==> src/rtl/eye_fatigue_ctrl.sv <==
// eye_fatigue_ctrl: frame-level driver fatigue controller.
// Calibrates an open-eye reference height, then tracks PERCLOS and
// consecutive closed frames to raise a non-sticky fatigue alarm.
//
// Ports:
//   module_clk, module_rst_n   clock, async active-low reset
//   frame_done                 end-of-frame strobe (E0)
//   calib_start                (re)start calibration, any state
//   eye{1,2}_{up,down,left,right}  eye boxes from the detector
//   state                      0=IDLE 1=CALIB 2=RUN
//   calib_done, ref_height     calibrated reference
//   eye_closed, perclos_cnt, consec_cnt, fatigue_alarm, face_lost
//   result_val                 one-cycle pulse after each update (E2)

module eye_fatigue_ctrl #(
    parameter int CAL_LOG2   = 4,
    parameter int WIN        = 32,
    parameter int CLOSE_NUM  = 2,
    parameter int PERCLOS_TH = 12,
    parameter int CONSEC_TH  = 8,
    parameter int LOST_TH    = 30,
    parameter int MIN_REF    = 4
) (
    input  logic        module_clk,
    input  logic        module_rst_n,
    input  logic        frame_done,
    input  logic        calib_start,
    input  logic [10:0] eye1_up,
    input  logic [10:0] eye1_down,
    input  logic [10:0] eye1_left,
    input  logic [10:0] eye1_right,
    input  logic [10:0] eye2_up,
    input  logic [10:0] eye2_down,
    input  logic [10:0] eye2_left,
    input  logic [10:0] eye2_right,
    output logic [1:0]  state,
    output logic        calib_done,
    output logic [10:0] ref_height,
    output logic        eye_closed,
    output logic [6:0]  perclos_cnt,
    output logic [7:0]  consec_cnt,
    output logic        fatigue_alarm,
    output logic        face_lost,
    output logic        result_val
);

    localparam int SW = 11 + CAL_LOG2;
    localparam int CW = CAL_LOG2 + 1;

    localparam logic [CW-1:0] CAL_N   = CW'(1 << CAL_LOG2);
    localparam logic [10:0]   MIN_R   = 11'(MIN_REF);
    localparam logic [6:0]    P_TH    = 7'(PERCLOS_TH);
    localparam logic [7:0]    C_TH    = 8'(CONSEC_TH);
    localparam logic [7:0]    L_TH    = 8'(LOST_TH);
    localparam logic [10:0]   X_OFF   = 11'd640;

    typedef enum logic [1:0] {
        IDLE  = 2'd0,
        CALIB = 2'd1,
        RUN   = 2'd2
    } st_t;

    st_t state_q, state_n;

    // pipeline flags and E1 capture
    logic        p1_q, p2_q;
    logic [10:0] eye_h_q;
    logic        frm_ok_q;

    // datapath state
    logic [SW-1:0]  sum_q, sum_n;
    logic [CW-1:0]  cnt_q, cnt_n;
    logic [WIN-1:0] win_q, win_n;
    logic [7:0]     inv_q, inv_n;
    logic [10:0]    ref_q, ref_n;
    logic           done_q, done_n;
    logic           closed_q, closed_n;
    logic [6:0]     perc_q, perc_n;
    logic [7:0]     cons_q, cons_n;
    logic           alarm_q, alarm_n;
    logic           lost_q, lost_n;
    logic           rv_q, rv_n;

    // per-eye validity and height, combinational from the inputs
    logic        e1_ok, e2_ok;
    logic [10:0] h1, h2, eye_h_c;

    always_comb begin
        e1_ok = (eye1_down > eye1_up) && (eye1_left <= eye1_right)
              && (eye1_left != X_OFF);
        e2_ok = (eye2_down > eye2_up) && (eye2_left <= eye2_right)
              && (eye2_left != X_OFF);
        h1 = eye1_down - eye1_up;
        h2 = eye2_down - eye2_up;
        eye_h_c = 11'd0;
        if (e1_ok && e2_ok)
            eye_h_c = (h1 > h2) ? h1 : h2;
        else if (e1_ok)
            eye_h_c = h1;
        else if (e2_ok)
            eye_h_c = h2;
    end

    // pipeline: a new strobe is only taken when E1 and E2 are both idle
    always_ff @(posedge module_clk or negedge module_rst_n) begin
        if (!module_rst_n) begin
            p1_q     <= 1'b0;
            p2_q     <= 1'b0;
            eye_h_q  <= 11'd0;
            frm_ok_q <= 1'b0;
        end else begin
            p1_q <= frame_done && !p1_q && !p2_q;
            p2_q <= p1_q;
            if (p1_q) begin
                eye_h_q  <= eye_h_c;
                frm_ok_q <= e1_ok || e2_ok;
            end
        end
    end

    // full-width closed test: eye_h*8 < ref*CLOSE_NUM
    logic [31:0] lhs, rhs;
    logic        closed_c;
    logic [SW-1:0] sum_add;
    logic [10:0]   ref_c;

    always_comb begin
        lhs      = {21'd0, eye_h_q} << 3;
        rhs      = {21'd0, ref_q} * 32'(CLOSE_NUM);
        closed_c = lhs < rhs;
        sum_add  = sum_q + SW'(eye_h_q);
        ref_c    = 11'(sum_add >> CAL_LOG2);
    end

    always_comb begin
        state_n  = state_q;
        sum_n    = sum_q;
        cnt_n    = cnt_q;
        win_n    = win_q;
        inv_n    = inv_q;
        ref_n    = ref_q;
        done_n   = done_q;
        closed_n = closed_q;
        perc_n   = perc_q;
        cons_n   = cons_q;
        alarm_n  = alarm_q;
        lost_n   = lost_q;
        rv_n     = 1'b0;

        if (calib_start) begin
            state_n  = CALIB;
            sum_n    = '0;
            cnt_n    = '0;
            win_n    = '0;
            inv_n    = '0;
            done_n   = 1'b0;
            closed_n = 1'b0;
            perc_n   = '0;
            cons_n   = '0;
            alarm_n  = 1'b0;
            lost_n   = 1'b0;
        end else if (p2_q && state_q != IDLE) begin
            rv_n = 1'b1;
            if (state_q == CALIB) begin
                if (frm_ok_q) begin
                    if (cnt_q + 1'b1 == CAL_N) begin
                        sum_n = '0;
                        cnt_n = '0;
                        if (ref_c >= MIN_R) begin
                            ref_n   = ref_c;
                            done_n  = 1'b1;
                            state_n = RUN;
                        end
                    end else begin
                        sum_n = sum_add;
                        cnt_n = cnt_q + 1'b1;
                    end
                end
            end else begin
                if (frm_ok_q) begin
                    closed_n = closed_c;
                    win_n    = {win_q[WIN-2:0], closed_c};
                    perc_n   = perc_q + {6'd0, closed_c}
                             - {6'd0, win_q[WIN-1]};
                    if (!closed_c)
                        cons_n = '0;
                    else if (cons_q != 8'hFF)
                        cons_n = cons_q + 8'd1;
                    inv_n = '0;
                end else if (inv_q != 8'hFF) begin
                    inv_n = inv_q + 8'd1;
                end
                lost_n  = inv_n >= L_TH;
                alarm_n = (perc_n >= P_TH) || (cons_n >= C_TH);
            end
        end
    end

    always_ff @(posedge module_clk or negedge module_rst_n) begin
        if (!module_rst_n) begin
            state_q <= IDLE;
        end else begin
            state_q <= state_n;
        end
    end

    always_ff @(posedge module_clk or negedge module_rst_n) begin
        if (!module_rst_n) begin
            sum_q    <= '0;
            cnt_q    <= '0;
            win_q    <= '0;
            inv_q    <= '0;
            ref_q    <= '0;
            done_q   <= 1'b0;
            closed_q <= 1'b0;
            perc_q   <= '0;
            cons_q   <= '0;
            alarm_q  <= 1'b0;
            lost_q   <= 1'b0;
            rv_q     <= 1'b0;
        end else begin
            sum_q    <= sum_n;
            cnt_q    <= cnt_n;
            win_q    <= win_n;
            inv_q    <= inv_n;
            ref_q    <= ref_n;
            done_q   <= done_n;
            closed_q <= closed_n;
            perc_q   <= perc_n;
            cons_q   <= cons_n;
            alarm_q  <= alarm_n;
            lost_q   <= lost_n;
            rv_q     <= rv_n;
        end
    end

    assign state         = state_q;
    assign calib_done    = done_q;
    assign ref_height    = ref_q;
    assign eye_closed    = closed_q;
    assign perclos_cnt   = perc_q;
    assign consec_cnt    = cons_q;
    assign fatigue_alarm = alarm_q;
    assign face_lost     = lost_q;
    assign result_val    = rv_q;

endmodule

==> config.mk <==
export PLATFORM = sky130hd
export DESIGN_NAME = eye_fatigue_ctrl
export DESIGN_NICKNAME = d
export VERILOG_FILES = /design/src/rtl/eye_fatigue_ctrl.sv
export SDC_FILE = /design/constraint.sdc
export NUM_CORES = 1
export LEC_CHECK = 0
export ABC_AREA = 1
export ABC_CLOCK_PERIOD_IN_PS = 3750
export BUFFER_PORTS_ARGS = -buffer_cell sky130_fd_sc_hd__buf_2
export CORE_MARGIN = 3
export CORE_UTILIZATION = 55
export DETAILED_ROUTE_END_ITERATION = 8
export PLACE_DENSITY = 0.84
export SKIP_LAST_GASP = 1
export SYNTH_ARGS = -nofsm -noshare
export SYNTH_HDL_FRONTEND = slang
export SYNTH_SLANG_ARGS = --single-unit
==> constraint.sdc <==
create_clock -name module_clk -period 3.75 [get_ports module_clk]
set_clock_uncertainty 0.2 [all_clocks]
set_input_delay 0.9375 -clock module_clk [delete_from_list [all_inputs] [get_ports module_clk]]
set_output_delay 0.9375 -clock module_clk [all_outputs]
set_load 0.05 [all_outputs]
==> results.md <==
* DRC violations left at 0
* Pwr Density at 348 nW/um2
* WS Path Type: in -> reg
* Yosys reg bits at about 110
* Vias in the first global route at approximately 8000
* CTS tree: built
* Total chip power at roughly 3.4 mW
* Max layer used: met4
* Clock sinks at 105
* Critical-path cell with the highest stage delay: ha_1
* Maximum clock insertion buffer count at 2
* Synth area leader: dfrtp_1
* CP Max Fanout at 11
* Most Frequent Cell on Critical Path: nand2_1
* Least-Margin Pin Slew at 0.728 ns
* FF-to-FF Start: eye_h_q[2]
* DR iter-0 viols at 698
* Final period utilization at 94.3%
* Crit path largest cell delay at 0.41 ns
* Global-route wire length before repair at 35.0 mm
* FILL cells at 1255
* Met2 routed WL at 10.2 mm
* Setup TNS at 0 ns
* Final hold viol count at 0
* CP required at roughly 3.8 ns
* Maximum vdd drop at 0.318 mV
* Dominant cell by count in the synthesized netlist: nand2_1
* Critical Path Source: eye2_up[6]
* Crit path launch type: primary input
* Syn Area/Cell at 6.85 um2
* Headroom to the max-slew limit at 51.4%
* Total grt overflow at 0
* Status: completed
* Routed length on met1 at 9.04 mm
* Synthesized net count at 1426
* Routed wl met3 at 1.17 mm
* Drt wl/cell at ~13 um
* Fin. max-slew vios at 0
* Vias at 8455
* Min-delay worst type: reg -> reg
* CTS H-tree depth at 3
* RD Place Congestion at about 0.91
* Horiz. Die Dim at 131 um
* Synth Flop Type: dfrtp_1
* # port buffers at around 120
* Worst Setup End Kind: register
* Post-Syn Instances at approximately 1200
* Post-synth cell types at 43
* Share of layout cells above drive strength 1 at 14.8%
* Async SR Flop Fraction at 100%
* Num ports at 125
* Initial Utilization at a little under three fifths
* Largest delay share family, worst path: simple AND/OR/NAND/NOR gates
* Total Wirelength at 20.7 mm
* Hold buffers post-CTS at 0
* LEAKAGE at between 5 and 6 nW
* Die ar. at approximately 17000 um2
* Pin count of the biggest net entering global routing at 57
* HPWL after DPL at 16.3 mm
* Synth Cell Area at roughly 8500 um2
* Initial antenna violation count at 1
* Drt pass-1 iters at 5
* FMAX at 0.283 GHz
* Vias/cell at 5.34
* Die height at 131 um
* Nets at 1574
* Worst-Skew Late Latency at 0.36 ns
* Post-route ant nets at 0
* Max Cap Viol at 0
* Seq/Total Area, Yosys at 30.8%
* Row count at 44
* CP Cell Sequence: buf_2, inv_1, ha_1, nand2_1, nor2_1, nand2_1, nand3_1, xor2_1, inv_1, ha_1, nand2_1, nor2_1, nand3_1, nand3_1, nand2_1, buf_4, nand2_1, nand2_1, nand2_1, nand2_1, nand2_1, nand2_1
* Area contributors post-synth: dfrtp_1, nand2_1, ha_1
* Final setup fails at 0
* Synth top cells by count: nand2_1, inv_1, nand3_1, dfrtp_1, ha_1
* Critical path data arrival time at 3.57 ns
* Post-synth EDFFs at 0
* Hold Startpoint: p2_q
* RSZ-0062 raised after global routing: yes
* Syn. warnings at 0
* Top-area cell type share of the netlist area at 30.8%
* Core area at roughly 15000 um2
* Clk slew on worst S/H paths at 0.07 ns
* Minimum clock period at 3.54 ns
* Root Buffer Master: clkbuf_16
* P&R area growth vs syn at 15.8%
* All-Layer GR Usage at between 20% and 30%
* Bufs and invs on worst path at 4
* Num CTS Buffers at 9
[worst paths after layout]
| kind | slack [ns] | to | depth (start not counted) |
|---|---|---|---|
| worst max-delay path | 0.21 | eye_h_q[9] | 22 |
| worst min-delay path | 0.28 | p1_q | 1 |
| worst max register to register | 0.24 | fatigue_alarm | 22 |
| worst min register to register | 0.28 | p1_q | 1 |
| max in group asynchronous | 2.20 | sum_q[9] | 2 |
| min in group asynchronous | 0.43 | perclos_cnt[5] | 1 |
[per-stage QoR]
stage          hold slack (ns)  cells  utilization, %  worst slack, ns  cell area [um2]
2_1_floorplan            0.222   1245               -            0.107             8530
3_3_place_gp             0.255   1565            64.2           0.0333             9550
3_5_place_dp             0.262   1565            64.2           -0.124             9550
4_1_cts                  0.272   1581            66.2           0.0338             9840
5_1_grt                  0.287   1583            66.4          -0.0490             9880
6_report                 0.278   1583            66.4            0.213             9880
[per-layer routing]
layer / vias up / global-route usage (%)
met5: - / 0
met4: 0 / 6.29
met3: 29 / 4.11
met2: 256 / 44.1
met1: 3872 / 31.3
li1: 4298 / -
[power by group]
part	switching (mW)	leakage, nW	internal [mW]	total, mW
registers	0.0857	1.44	1.19	1.27
clock network	0.464	0.143	0.468	0.932
logic	0.745	3.97	0.484	1.23
total	1.29	5.56	2.14	3.43
[cell families after synthesis]
family	Yosys count	share of synthesized area (%)
buffers and inverters	252	11.4
DFF	105	30.8
adders and majority gates	89	13.4
xor gates and xnor gates	24	2.46
and+or+nand+nor	630	31.7
AOI/OAI and AO/OA	144	10.1
muxes	1	0.132
[final cells by class]
class                           count  area [um2]  share of cell area (%)
Clock buffer                        9         225                    2.28
Clock inverter                      7        68.8                   0.697
Sequential cell                   105        2630                    26.6
Antenna cell                        1        2.50                  0.0253
Inverter                          230         863                    8.74
Tap cell                          184         230                    2.33
Timing Repair Buffer              159         898                    9.10
Multi-Input combinational cell    888        4960                    50.2
[layout by cell type, fill, tap and decap left out, drive strengths merged, types with 13 or more instances in the layout]
cell type,instances
nand3b,13
o21ai,36
xor2,16
a21oi,42
nand2,383
inv,231
nand3,116
dfrtp,105
o22ai,42
buf,159
nor2,82
nand4,20
ha,85
[timing repair]
item / in CTS / in global routing
endpoints found under the setup margin: 0 / 8
setup buffers: 0 / 1
resized for setup: 0 / 10
[sequential cells by signal, indices dropped and copies added, names as in the netlist, 5 cells and up]
register     cells
ref_height      11
inv_q            8
cnt_q            5
eye_h_q         11
sum_q           15
win_q           32
perclos_cnt      7
consec_cnt       8
[worst register-to-register path, delay by kind of cell (launching register included)]
kind | cells | cell delay [ns]
fa+ha+maj | 4 | 1.17
simple gates | 13 | 1.11
flops | 1 | 0.45
buf+inv | 3 | 0.23
compound gates | 2 | 0.23
Note: power is estimated with default switching activity, not from simulation.
